--- src/rtl/ma_sched_pkg.sv ---
// rtl/ma_sched_pkg.sv - shared types and defaults for the multiply-adder pass scheduler
package ma_sched_pkg;

   localparam int MA_TREE_SIZE   = 8;
   // One multiply stage, one stage per adder level, one output register.
   localparam int MA_LATENCY_DEF = 1 + $clog2(MA_TREE_SIZE) + 1;

   typedef enum logic [1:0] {
      ST_IDLE  = 2'd0,
      ST_RUN   = 2'd1,
      ST_DRAIN = 2'd2,
      ST_DONE  = 2'd3
   } sched_state_e;

   typedef struct packed {
      logic valid;
      logic first;
      logic last;
   } ma_tag_t;

endpackage

--- src/rtl/ma_result_fifo.sv ---
// rtl/ma_result_fifo.sv - result FIFO between the pixel accumulator and the output handshake
module ma_result_fifo
   import ma_sched_pkg::*;
#(
   parameter int  DEPTH = 4,
   parameter int  W     = 32,
   localparam int AW    = $clog2(DEPTH)
) (
   input  logic          clk_i,
   input  logic          rst_ni,
   input  logic          push_i,
   input  logic [W-1:0]  push_data_i,
   input  logic          pop_i,
   output logic [W-1:0]  head_o,
   output logic          valid_o,
   output logic [AW:0]   count_o
);

   localparam logic [AW:0] FULL_CNT = (AW + 1)'(DEPTH);

   logic [W-1:0]  mem_q [DEPTH];
   logic [AW-1:0] wr_ptr_q;
   logic [AW-1:0] rd_ptr_q;
   logic [AW:0]   count_q;
   logic          do_pop;

   assign do_pop = pop_i && (count_q != '0);

   always_ff @(posedge clk_i or negedge rst_ni) begin
      if (!rst_ni) begin
         for (int i = 0; i < DEPTH; i++) mem_q[i] <= '0;
         wr_ptr_q <= '0;
         rd_ptr_q <= '0;
         count_q  <= '0;
      end else begin
         if (push_i) begin
            mem_q[wr_ptr_q] <= push_data_i;
            wr_ptr_q        <= wr_ptr_q + 1'b1;
         end
         if (do_pop) rd_ptr_q <= rd_ptr_q + 1'b1;
         case ({push_i, do_pop})
            2'b10:   count_q <= count_q + 1'b1;
            2'b01:   count_q <= count_q - 1'b1;
            default: count_q <= count_q;
         endcase
      end
   end

   assign head_o  = mem_q[rd_ptr_q];
   assign valid_o = (count_q != '0);
   assign count_o = count_q;

   // The scheduler's credit scheme guarantees a free slot for every retiring pixel.
   push_into_full: assert property (@(posedge clk_i) disable iff (!rst_ni)
      !(push_i && (count_q == FULL_CNT)));

endmodule

--- src/rtl/ma_pass_scheduler.sv ---
// rtl/ma_pass_scheduler.sv - issues multiply-adder passes per output pixel and accumulates results
module ma_pass_scheduler
   import ma_sched_pkg::*;
#(
   parameter int MA_LATENCY = MA_LATENCY_DEF,
   parameter int ADDR_W     = 12,
   parameter int CNT_W      = 12,
   parameter int PASS_W     = 4,
   parameter int OUT_DEPTH  = 4
) (
   input  logic              clock,
   input  logic              reset,
   input  logic              cfg_start,
   input  logic [CNT_W-1:0]  cfg_num_pixels,
   input  logic [PASS_W-1:0] cfg_num_passes,
   output logic              busy,
   output logic              done,
   output logic              ma_issue,
   output logic [ADDR_W-1:0] win_addr,
   output logic [ADDR_W-1:0] kern_addr,
   input  logic [31:0]       ma_out,
   output logic [31:0]       res_data,
   output logic              res_valid,
   input  logic              res_ready
);

   localparam int OCW = $clog2(OUT_DEPTH) + 1;

   sched_state_e      state_q, state_d;
   logic [CNT_W-1:0]  pixels_q, pix_q;
   logic [PASS_W-1:0] passes_q, pass_q;
   logic [ADDR_W-1:0] addr_q;
   logic [OCW-1:0]    inflight_q, fifo_count;
   ma_tag_t           tag_q [MA_LATENCY];
   ma_tag_t           tag_out;
   logic [31:0]       acc_q, sum;
   logic              done_q;
   logic              first_pass, last_pass, last_pixel, credit, issue, retire, tags_empty;

   assign first_pass = (pass_q == '0);
   assign last_pass  = (pass_q == passes_q - 1'b1);
   assign last_pixel = (pix_q == pixels_q - 1'b1);
   // Pixels in the tree plus parked results may never exceed the FIFO slots.
   assign credit     = ({1'b0, inflight_q} + {1'b0, fifo_count}) < (OCW + 1)'(OUT_DEPTH);
   assign issue      = (state_q == ST_RUN) && (!first_pass || credit);
   assign tag_out    = tag_q[MA_LATENCY-1];
   assign retire     = tag_out.valid && tag_out.last;
   assign sum        = tag_out.first ? ma_out : acc_q + ma_out;

   always_comb begin
      tags_empty = 1'b1;
      for (int i = 0; i < MA_LATENCY; i++) begin
         if (tag_q[i].valid) tags_empty = 1'b0;
      end
   end

   always_comb begin
      state_d = state_q;
      case (state_q)
         ST_IDLE:  if (cfg_start) state_d = (cfg_num_pixels == '0) ? ST_DONE : ST_RUN;
         ST_RUN:   if (issue && last_pass && last_pixel) state_d = ST_DRAIN;
         ST_DRAIN: if (tags_empty && (inflight_q == '0) && !res_valid) state_d = ST_DONE;
         ST_DONE:  state_d = ST_IDLE;
         default:  state_d = ST_IDLE;
      endcase
   end

   always_ff @(posedge clock or negedge reset) begin
      if (!reset) begin
         state_q    <= ST_IDLE;
         done_q     <= 1'b0;
         pixels_q   <= '0;
         passes_q   <= '0;
         pix_q      <= '0;
         pass_q     <= '0;
         addr_q     <= '0;
         inflight_q <= '0;
         acc_q      <= '0;
         for (int i = 0; i < MA_LATENCY; i++) tag_q[i] <= '0;
      end else begin
         state_q <= state_d;
         done_q  <= (state_q == ST_DONE);

         if ((state_q == ST_IDLE) && cfg_start) begin
            pixels_q <= cfg_num_pixels;
            passes_q <= (cfg_num_passes == '0) ? PASS_W'(1) : cfg_num_passes;
            pix_q    <= '0;
            pass_q   <= '0;
            addr_q   <= '0;
         end else if (issue) begin
            addr_q <= addr_q + 1'b1;
            if (last_pass) begin
               pass_q <= '0;
               pix_q  <= pix_q + 1'b1;
            end else begin
               pass_q <= pass_q + 1'b1;
            end
         end

         tag_q[0] <= issue ? ma_tag_t'{valid: 1'b1, first: first_pass, last: last_pass} : '0;
         for (int i = 1; i < MA_LATENCY; i++) tag_q[i] <= tag_q[i-1];

         if (tag_out.valid) acc_q <= sum;

         case ({issue && first_pass, retire})
            2'b10:   inflight_q <= inflight_q + 1'b1;
            2'b01:   inflight_q <= inflight_q - 1'b1;
            default: inflight_q <= inflight_q;
         endcase
      end
   end

   ma_result_fifo #(
      .DEPTH (OUT_DEPTH),
      .W     (32)
   ) u_fifo (
      .clk_i       (clock),
      .rst_ni      (reset),
      .push_i      (retire),
      .push_data_i (sum),
      .pop_i       (res_ready),
      .head_o      (res_data),
      .valid_o     (res_valid),
      .count_o     (fifo_count)
   );

   assign busy      = (state_q != ST_IDLE);
   assign done      = done_q;
   assign ma_issue  = issue;
   assign win_addr  = addr_q;
   assign kern_addr = ADDR_W'(pass_q);

endmodule

--- config.mk ---
export PLATFORM = sky130hd
export DESIGN_NAME = ma_pass_scheduler
export DESIGN_NICKNAME = d
export VERILOG_FILES = /design/src/rtl/ma_sched_pkg.sv /design/src/rtl/ma_result_fifo.sv /design/src/rtl/ma_pass_scheduler.sv
export SDC_FILE = /design/constraint.sdc
export NUM_CORES = 1
export LEC_CHECK = 0
export ABC_AREA = 1
export CORE_UTILIZATION = 45
export DETAILED_ROUTE_END_ITERATION = 12
export GPL_ROUTABILITY_DRIVEN = 0
export HOLD_SLACK_MARGIN = 0.12
export PLACE_DENSITY = 0.75
export SLEW_MARGIN = 40
export SYNTH_ARGS = -nofsm -noshare
export SYNTH_HDL_FRONTEND = slang
export SYNTH_HIERARCHICAL = 1
export SYNTH_SLANG_ARGS = --single-unit
--- constraint.sdc ---
create_clock -name clock -period 2.7 [get_ports clock]
set_input_delay 0.405 -clock clock [delete_from_list [all_inputs] [get_ports clock]]
set_output_delay 0.405 -clock clock [all_outputs]
set_load 0.05 [all_outputs]
==> summary.md, run 1 <==
| Metric | Value |
|---|---|
| CP Launch Type | `flip-flop` |
| Final Core Density | `between 50% and 60%` |
| Clk network pwr share | `about a fifth` |
| Area delta synth->final | `18.1%` |
| Vias in the first global route | `11800` |
| Sequential share of the synthesized area | `between 40 and 50%` |
| Pint | `a little over 10 mW` |
| Comb pwr share | `55.1%` |
| Placed cell areas | `~15000 um2` |
| Crit path max fanout | `7` |
| Commonest non-fill, non-tap cell in the layout | `nand2_1` |
| Switching power | `about 9 mW` |
| Clock skew | `13.7 ps` |
| Synth Register Bits | `approximately 230` |
| Switching share of power | `between 40% and 50%` |
| Worst hold path type | `reg -> reg` |
| # fillers | `2757` |
| Max incr delay on CP | `around 410 ps` |
| Distinct cell type count after synthesis | `between 40 and 50` |
| Top_reg_cell synth | `dfrtp_1` |
| DIE AREA | `31300 um2` |
| Pre-CTS WS | `-238 ps` |
| CTS tree | `yes` |
| Syn Std Cell Area | `between 10000 and 15000 um2` |
| Hpwl dp | `24800 um` |
| Clock latency at the later pin of the worst-skew pair | `between 500 and 600 ps` |
| Register share of total power | `25.8%` |
| PD cells | `between 1000 and 1500 nW/um2` |
| Crit end category | `output port` |
| Reg area | `5810 um2` |
| # clock sinks | `roughly 230` |
| CP max stage cell | `dfrtp_1` |
| Worst endpoint required time | `around 2300 ps` |
| CTS Root Cell | `clkbuf_16` |
| CTS Buffer Depth | `3` |
| Die Span Y | `177 um` |
| Routed WL | `~34000 um` |
| Antenna violations before repair | `0` |
| Max-cap violations | `0` |
| Initial core utilization | `around 46%` |
| F_max | `just under 400 MHz` |
| Ant. Diodes | `0` |
| Final Max Slew Viols | `0` |
| GRT Resource Usage Total | `22.8%` |
| Final Hold Fails | `0` |
| Antenna viol nets, final | `0` |
| CP dominant cell by count | `buf_4` |
| Ys async rst share | `100%` |
| Final hold slack | `roughly 350 ps` |
| H-tree level count | `1` |
| Grt total ovfl | `0` |
| Final setup violation count | `0` |
| CORE AREA | `around 30000 um2` |
| PortBufs | `just over 100` |
| Fin Setup TNS | `0 ps` |
| Share of post-route cells with drive strength above 1 | `10.4%` |
| Worst vdd ir | `about 0.64 mV` |
| Final worst setup slack | `145 ps` |
| Synthesized area per cell | `roughly 7.5 um2` |
| Minimum clock period | `between 2000 and 3000 ps` |
| EDFF count, synth | `0` |
| First-pass GRT wire length | `57600 um` |
| Setup Buffers After CTS | `0` |
| # DRC | `0` |
| TritonCTS buffer count | `26` |
| Leak | `~8.7 nW` |
| Core Rows | `63` |
| Final worst-path cycle share | `between 90% and 100%` |
| Starting DRT DRC Count | `965` |
| Via count | `approximately 12000` |
| Arr. time, crit path | `around 2200 ps` |
| Placed insts | `about 2300` |
| Area of the multi-input gates | `~6500 um2` |
| Slew headroom | `about half` |
| Clock-pin slew on the worst setup and hold paths | `~60 ps` |
| Worst path cell trace | `inv_1 -> ha_1 -> nor3b_2 -> nand2_1 -> nand2_2 -> inv_4 -> buf_4 -> buf_4` |
| Commonest cells after routing, fill and taps aside | `nand2_1, inv_1, dfrtp_1, o21ai_1, buf_4` |
| Pre-Repair DR Iteration Count | `5` |
| Kind of critical path | `reg -> out` |
| Status | `finished clean` |
| Nets | `between 2000 and 2500` |
| Synth Instances | `1842` |
| Power, Total | `around 19 mW` |
| DR WL/cell | `~14 um` |
| Worst-Margin Slew | `approximately 770 ps` |
| DIE WIDTH | `roughly 180 um` |
| Largest net degree at the start of global routing | `81` |
| Via-to-Cell Ratio | `about 5.1` |
| Fin cells | `roughly 2400` |
| Final Cell Area | `approximately 16000 um2` |
| # IOs | `roughly 110` |
| Yosys warnings | `6` |
synth_stat cells (3+ instances only):
cell | count | area (um2)
nand3_1 | 80 | 400
dfrtp_1 | 232 | 5810
nor2_2 | 6 | 37.5
buf_2 | 30 | 150
or2_2 | 18 | 113
buf_1 | 4 | 15.0
clkbuf_1 | 11 | 41.3
o211ai_1 | 65 | 488
nand2_1 | 583 | 2190
inv_2 | 4 | 15.0
a31oi_1 | 14 | 87.6
nand2_4 | 5 | 56.3
nand4_1 | 18 | 113
nor4_1 | 3 | 18.8
xnor2_1 | 19 | 166
nand2_2 | 11 | 68.8
nor2_1 | 81 | 304
and2_1 | 9 | 56.3
nor3_1 | 24 | 120
o21ai_1 | 129 | 646
buf_6 | 13 | 146
o21ai_0 | 54 | 270
o21bai_1 | 7 | 52.6
xor2_1 | 10 | 87.6
a21oi_1 | 47 | 235
ha_1 | 50 | 626
nand3b_1 | 3 | 22.5
nand3_2 | 3 | 30.0
o21ai_2 | 6 | 52.6
fa_1 | 3 | 60.1
inv_1 | 266 | 998
buf_4 | 13 | 97.6
final cells by class:
type / instances / share of cell area [%]
clock buffers: 35 / 4.46
well taps: 390 / 3.00
repair buffers: 173 / 9.35
multi-input cells: 1273 / 40.0
flip-flops and latches: 232 / 35.7
inverters: 273 / 6.35
clock inverters: 11 / 1.09
power groups by stage:
| stage | clock network [mW] | logic, mW | registers, mW |
|---|---|---|---|
| floorplan | 0 | 7.34 | 5.01 |
| global route | 3.89 | 11.8 | 5.10 |
| CTS | 3.76 | 10.6 | 4.98 |
| finish | 3.69 | 10.6 | 4.98 |
| global placement | 0 | 10.3 | 4.99 |
| detailed placement | 0 | 10.5 | 5.02 |
routing by layer:
metal	track usage [%]	share of wire, %
met1	30.4	46
met3	2.90	5.0
met4	5.60	1.9
met2	39.0	48
met5	0	0
worst max-delay path, delay by kind of cell, from the launching register on:
kind                     cells  cell delay, ps
buffers and inverters        4             560
adder cells (fa/ha/maj)      1             170
flip-flops                   1             410
AND/OR/NAND/NOR              3             480
registers in the layout, indices dropped and copies added, names as in the netlist:
register	flops
u_fifo/mem_q	128
acc_q	32
pix_q	12
pixels_q	12
tag_q	12
win_addr	12
pass_q	4
passes_q	4
inflight_q	3
tag_out	3
u_fifo/count_o	3
state_q	2
u_fifo/rd_ptr_q	2
u_fifo/wr_ptr_q	2
done	1
cell families after synthesis:
family / synth area share (%)
AOI/OAI and AO/OA: 13.6
xor gates and xnor gates: 1.85
adders and majority gates: 4.98
buffers and inverters: 10.8
DFF: 42.2
muxes: 0.0818
other: 0.0273
and+or+nand+nor: 26.5
worst paths after layout:
check / endpoint / cells after the start / from / slack (ps)
min in group asynchronous: passes_q[3] / 2 / reset / 410
worst max register to register: inflight_q[2] / 13 / pass_q[0] / 250
worst max-delay path: ma_issue / 8 / pass_q[0] / 150
worst min register to register: tag_q[4] / 0 / tag_q[7] / 350
max in group asynchronous: acc_q[25] / 3 / reset / 1450
worst min-delay path: tag_q[4] / 0 / tag_q[7] / 350
timing repair:
action	4_1_cts	5_1_grt
hold endpoints to repair	74	0
hold buffers	1	0
setup endpoints to repair	0	24
gates resized for setup	0	2
Power figures use the tool's default switching activity.
==> run 2: changes to the inputs <==
- SLEW_MARGIN: 40 -> 20
- clock period: 2.7 -> 3.2 ns (I/O delays scaled with it)
==> run 2 against run 1 <==
Net effect: clock-buffer cell count decreased by 5; first-iteration DRC count fell by 1.5%; clock power decreased by 23%; non-clock buffer count fell by 58; worst hold slack worse by 5.4 ps; sequential share of layout area up 1.2 points; global-route usage shrank 0.25 points; power shrank 20%; combinational power fell by 21%; register-to-register slack improved by 290 ps; sequential power down 16%; highest routed layer unchanged.
==> summary.md, run 2 (same netlist as run 1, synthesis figures left out) <==
| Metric | Value |
|---|---|
| Status | `finished clean (unchanged)` |
| F_max | `between 300 and 400 MHz` |
| Via-to-Cell Ratio | `5.23 (was 5.14)` |
| Final hold slack | `343 ps (was 348 ps)` |
| # clock sinks | `232 (unchanged)` |
| Final worst-path cycle share | `between 90% and 100%` |
| Worst vdd ir | `0.592 mV (was 0.644 mV)` |
| Final Cell Area | `15700 um2 (was 16300 um2)` |
| Placed insts | `2282 (was 2340)` |
| Commonest non-fill, non-tap cell in the layout | `nand2_1 (unchanged)` |
| Final Max Slew Viols | `0 (unchanged)` |
| CTS tree | `yes (unchanged)` |
| Largest net degree at the start of global routing | `75 (was 81)` |
| First-pass GRT wire length | `57300 um (was 57600 um)` |
| Routed WL | `33800 um (was 34500 um)` |
| Minimum clock period | `a little under 3000 ps` |
| Arr. time, crit path | `2410 ps (was 2150 ps)` |
| Fin cells | `2327 (was 2387)` |
| Die Span Y | `177 um (unchanged)` |
| Worst-Margin Slew | `775 ps (was 770 ps)` |
| CP Launch Type | `flip-flop (unchanged)` |
| # IOs | `112 (unchanged)` |
| Ant. Diodes | `0 (unchanged)` |
| Via count | `12200 (was 12300)` |
| DIE WIDTH | `177 um (unchanged)` |
| Max FFs per register | `128 (unchanged)` |
| Antenna violations before repair | `0 (unchanged)` |
| Final Hold Fails | `0 (unchanged)` |
| RSZ-0062 raised after global routing | `no` |
| Biggest regs | `u_fifo/mem_q (128), acc_q (32) (unchanged)` |
| Clock-pin slew on the worst setup and hold paths | `70 ps (was 60 ps)` |
| H-tree level count | `1 (unchanged)` |
| Vias in the first global route | `11800 (about the same)` |
| Slew headroom | `48.3% (was 48.7%)` |
| Worst endpoint required time | `2720 ps (was 2300 ps)` |
| Share of post-route cells with drive strength above 1 | `7.69% (was 10.4%)` |
| Setup Buffers After CTS | `0 (unchanged)` |
| Nets | `2025 (was 2084)` |
| Hpwl dp | `24100 um (was 24800 um)` |
| # fillers | `2750 (was 2757)` |
| Pre-Repair DR Iteration Count | `5 (unchanged)` |
| # DRC | `0 (unchanged)` |
| Leak | `8.35 nW (was 8.67 nW)` |
| Core Rows | `63 (unchanged)` |
| Largest register by flop count | `u_fifo/mem_q (unchanged)` |
| Max-cap violations | `0 (unchanged)` |
| DIE AREA | `31300 um2 (unchanged)` |
| Commonest cells after routing, fill and taps aside | `nand2_1, inv_1, dfrtp_1, o21ai_1, nor2_1 (was nand2_1, inv_1, dfrtp_1, o21ai_1, buf_4)` |
| PortBufs | `103 (unchanged)` |
| PD cells | `981 nW/um2 (was 1190 nW/um2)` |
| Starting DRT DRC Count | `951 (was 965)` |
| CTS Root Cell | `clkbuf_16 (unchanged)` |
| Initial core utilization | `46.1% (unchanged)` |
| CORE AREA | `29900 um2 (unchanged)` |
| Worst hold path type | `reg -> reg (unchanged)` |
| TritonCTS buffer count | `25 (was 26)` |
| Placed cell areas | `14900 um2 (was 15300 um2)` |
| CTS Buffer Depth | `3 (unchanged)` |
| Clock skew | `10.8 ps (was 13.7 ps)` |
| Crit path max fanout | `64 (was 7)` |
| Kind of critical path | `reg -> out (unchanged)` |
| Antenna viol nets, final | `0 (unchanged)` |
| Grt total ovfl | `0 (unchanged)` |
| Area delta synth->final | `14.2% (was 18.1%)` |
| Clock latency at the later pin of the worst-skew pair | `530 ps (was 540 ps)` |
| Final setup violation count | `0 (unchanged)` |
| Crit end category | `output port (unchanged)` |
| GRT Resource Usage Total | `22.5% (was 22.8%)` |
| DR WL/cell | `14.5 um (was 14.4 um)` |
| Fin Setup TNS | `0 ps (unchanged)` |
## run 2: report_power, final
group	leakage, nW	internal (mW)	switching, mW
Clock	0.389	1.59	1.24
Combinational	5.49	2.64	5.75
Sequential	2.47	3.67	0.518
## run 2: layout make-up
class / count / area (um2) / share of cell area, %
multi-input cells: 1273 / 6500 / 41.4
flip-flops and latches: 232 / 5810 / 37.0
repair buffers: 115 / 1090 / 6.93
inverters: 273 / 1030 / 6.56
clock buffers: 30 / 674 / 4.29
well taps: 390 / 488 / 3.11
clock inverters: 14 / 120 / 0.765
## run 2: critical path, stage by stage (launching register included)
cell	delay, ps
dfrtp_1	380
clkinv_2	490
buf_12	410
nand2_1	100
o211ai_1	90
nand2_1	150
buf_4	210
## run 2: metrics by stage
stage               power, mW  utilization, %  setup WS [ps]
floorplan                10.4               -            626
global placement         12.4            49.9            144
detailed placement       12.6            49.9            104
CTS                      15.5            52.6           14.2
global route             16.6            52.6            100
finish                   15.4            52.6            313
## run 2: path summary, 6_finish.rpt
path | startpoint | to | slack, ps | cells past startpoint
max | u_fifo/rd_ptr_q[0] | res_data[8] | 310 | 6
min | tag_q[6] | tag_q[3] | 340 | 0
max reg2reg | pass_q[0] | inflight_q[2] | 540 | 13
min reg2reg | tag_q[6] | tag_q[3] | 340 | 0
max in group asynchronous | reset | u_fifo/mem_q[34] | 1910 | 3
min in group asynchronous | reset | passes_q[3] | 490 | 2
## run 2: per-layer routing
metal	vias to the layer above	routed length, um	track usage (%)	part of all wire (%)
met4	0	1300	8.26	3.9
met1	5714	15500	31.1	46
met3	77	1820	2.84	5.4
li1	6039	-	-	-
met5	-	0	0	0
met2	345	15200	36.2	45
## run 2: what timing repair did
action | in CTS | in global routing
hold buffers | 1 | 0
hold endpoints to repair | 71 | 0
resized for setup | 0 | 1
setup endpoints to repair | 0 | 1
==> run 3: changes to the inputs <==
- ABC_CLOCK_PERIOD_IN_PS: not set -> 3200
- CORE_ASPECT_RATIO: not set -> 0.8
==> run 3 against run 2 <==
Net effect: cell area increased by 1.2%; critical endpoint is now ma_issue; register-to-register slack improved by 20 ps; cell count increased by 1.1%; via count increased by 0.78%; worst hold slack improved by 1.5 ps.
==> summary.md, run 3 (same netlist as run 1, synthesis figures left out) <==
| Metric | Value |
|---|---|
| Arr. time, crit path | `2260 ps (was 2410 ps)` |
| Minimum clock period | `2740 ps (was 2890 ps)` |
| Pre-Repair DR Iteration Count | `5 (unchanged)` |
| CP Launch Type | `flip-flop (unchanged)` |
| Via-to-Cell Ratio | `5.22 (was 5.23)` |
| R2R Path Start | `pass_q[0] (unchanged)` |
| Die Span Y | `158 um (was 177 um)` |
| Final Hold Fails | `0 (unchanged)` |
| Largest net degree at the start of global routing | `88 (was 75)` |
| Routed WL | `35500 um (was 33800 um)` |
| Crit end category | `output port (unchanged)` |
| DIE AREA | `31300 um2 (about the same)` |
| Max FFs per register | `128 (unchanged)` |
| TritonCTS buffer count | `26 (was 25)` |
| Area delta synth->final | `15.6% (was 14.2%)` |
| Via count | `12300 (was 12200)` |
| Commonest cells after routing, fill and taps aside | `nand2_1, inv_1, dfrtp_1, o21ai_1, nor2_1 (unchanged)` |
| Hpwl dp | `25100 um (was 24100 um)` |
| Final Core Density | `53.5% (was 52.6%)` |
| Nets | `2031 (was 2025)` |
| Hold worst-path end | `tag_q[7] (was tag_q[3])` |
| Placed insts | `2303 (was 2282)` |
| Final setup violation count | `0 (unchanged)` |
| Fin cells | `2352 (was 2327)` |
| H-tree level count | `1 (unchanged)` |
| Starting DRT DRC Count | `1123 (was 951)` |
| Register share of total power | `26.1% (was 27.2%)` |
| Switching share of power | `48.0% (was 48.7%)` |
| Hold Path Stages | `0 (unchanged)` |
| Largest register by flop count | `u_fifo/mem_q (unchanged)` |
| Worst-case reg-to-reg path depth | `13 (unchanged)` |
| Area of the multi-input gates | `6500 um2 (unchanged)` |
| CTS Root Cell | `clkbuf_16 (unchanged)` |
| Worst-Margin Slew | `767 ps (was 775 ps)` |
| Clock-pin slew on the worst setup and hold paths | `60 ps (was 70 ps)` |
| RSZ-0062 raised after global routing | `no (unchanged)` |
| Vias in the first global route | `11300 (was 11800)` |
| CTS Buffer Depth | `3 (unchanged)` |
| Leak | `8.43 nW (was 8.35 nW)` |
| Final Max Slew Viols | `0 (unchanged)` |
| GRT Resource Usage Total | `23.0% (was 22.5%)` |
| Grt total ovfl | `0 (unchanged)` |
| DIE WIDTH | `198 um (was 177 um)` |
| DR WL/cell | `15.1 um (was 14.5 um)` |
| Worst endpoint required time | `2720 ps (about the same)` |
| Reg2reg setup slack | `560 ps (was 540 ps)` |
| Worst hold path type | `reg -> reg (unchanged)` |
| Clock skew | `8.99 ps (was 10.8 ps)` |
| Comb pwr share | `53.5% (was 54.4%)` |
| Ant. Diodes | `0 (unchanged)` |
| Slew headroom | `48.8% (was 48.3%)` |
| Clock latency at the later pin of the worst-skew pair | `530 ps (about the same)` |
| Clk network pwr share | `20.3% (was 18.4%)` |
| Core Rows | `56 (was 63)` |
| Kind of critical path | `reg -> out (unchanged)` |
| Setup Buffers After CTS | `0 (unchanged)` |
| Share of post-route cells with drive strength above 1 | `7.86% (was 7.69%)` |
| CTS tree | `yes (unchanged)` |
| Crit path max fanout | `8 (was 64)` |
| Reg-to-reg critical path endpoint | `inflight_q[2] (unchanged)` |
| Antenna viol nets, final | `0 (unchanged)` |
| Max-cap violations | `0 (unchanged)` |
| Initial core utilization | `46.3% (was 46.1%)` |
| # DRC | `0 (unchanged)` |
| Status | `finished clean (unchanged)` |
| Antenna violations before repair | `1 (was 0)` |
| Commonest non-fill, non-tap cell in the layout | `nand2_1 (unchanged)` |
| F_max | `365 MHz (was 346 MHz)` |
| # IOs | `112 (unchanged)` |
| PD cells | `1010 nW/um2 (was 981 nW/um2)` |
| Pint | `8.38 mW (was 7.91 mW)` |
| Final worst-path cycle share | `85.5% (was 90.2%)` |
| Power, Total | `16.1 mW (was 15.4 mW)` |
| Hold_sp | `tag_q[10] (was tag_q[6])` |
| First-pass GRT wire length | `57600 um (was 57300 um)` |
| # fillers | `2780 (was 2750)` |
| Switching power | `7.75 mW (was 7.51 mW)` |
| PortBufs | `103 (unchanged)` |
| Reg area | `5810 um2 (unchanged)` |
| Fin Setup TNS | `0 ps (unchanged)` |
| Biggest regs | `u_fifo/mem_q (128), acc_q (32) (unchanged)` |
| # clock sinks | `232 (unchanged)` |
| CORE AREA | `29700 um2 (was 29900 um2)` |
| Worst vdd ir | `0.568 mV (was 0.592 mV)` |
run 3: cell types whose count changed in the layout (fill, tap and decap cells not counted):
cell        previous run  this run
buf_4                 40        46
bufinv_16              1         6
clkbuf_1               2         7
clkinv_2               7         3
buf_12                 3         2
clkbuf_16             25        26
clkbuf_8               3         2
clkinv_4               1         0
clkinv_8               0         1
clkinvlp_4             3         2
inv_8                  1         0
run 3: worst max path at each step:
| stage | from | endpoint | slack, ps | cells past startpoint |
|---|---|---|---|---|
| 3_3_place_gp | ma_out[0] | u_fifo/mem_q[26] | 210 | 15 |
| 2_1_floorplan | pass_q[0] | inflight_q[2] | 630 | 13 |
| 6_report | inflight_q[2] | ma_issue | 460 | 7 |
| 3_5_place_dp | ma_out[0] | u_fifo/mem_q[58] | 160 | 15 |
| 4_1_cts | inflight_q[2] | ma_issue | 50 | 7 |
| 5_1_grt | u_fifo/rd_ptr_q[0] | res_data[20] | 340 | 6 |
run 3: per-layer routing:
metal  GRT usage [%]  vias up  share of wire [%]
met5               0        -              0.037
met4            6.24        2                2.2
met3            3.41       61                7.4
met2            34.6      409                 42
met1            34.3     5750                 48
li1                -     6048                  -
run 3: stage by stage:
stage,hold WS (ps),setup slack (ps),instance area (um2)
finish,344,463,15900
detailed placement,335,159,14900
floorplan,184,626,13800
global placement,333,215,14900
CTS,347,52.9,15900
global route,350,335,15900
run 3: critical path, stage by stage, from the launching register on:
cell            delay [ps]
dfrtp_1                420
ha_1                   300
nor3_1                 120
nand2_1                 80
nand2_1                 70
nand2_2                120
inv_4                  160
dlymetal6s2s_1         440
run 3: area by class of cell:
class | count | area share, %
Multi-Input combinational cell | 1273 | 40.9
Sequential cell | 232 | 36.5
Timing Repair Buffer | 120 | 7.00
Inverter | 273 | 6.48
Clock buffer | 35 | 4.43
Tap cell | 406 | 3.19
Clock inverter | 13 | 1.50
run 3: what timing repair did:
item                       CTS  global route
setup endpoints to repair    0             1
resized for setup            0             1
hold buffers                 1             0
hold endpoints to repair    83             0
run 3: power by group through the flow:
stage | logic (mW) | clock network (mW) | registers (mW)
2_1_floorplan | 6.19 | 0 | 4.23
3_3_place_gp | 8.33 | 0 | 4.22
3_5_place_dp | 8.50 | 0 | 4.24
4_1_cts | 8.53 | 3.35 | 4.20
5_1_grt | 9.53 | 3.47 | 4.30
6_report | 8.64 | 3.28 | 4.21
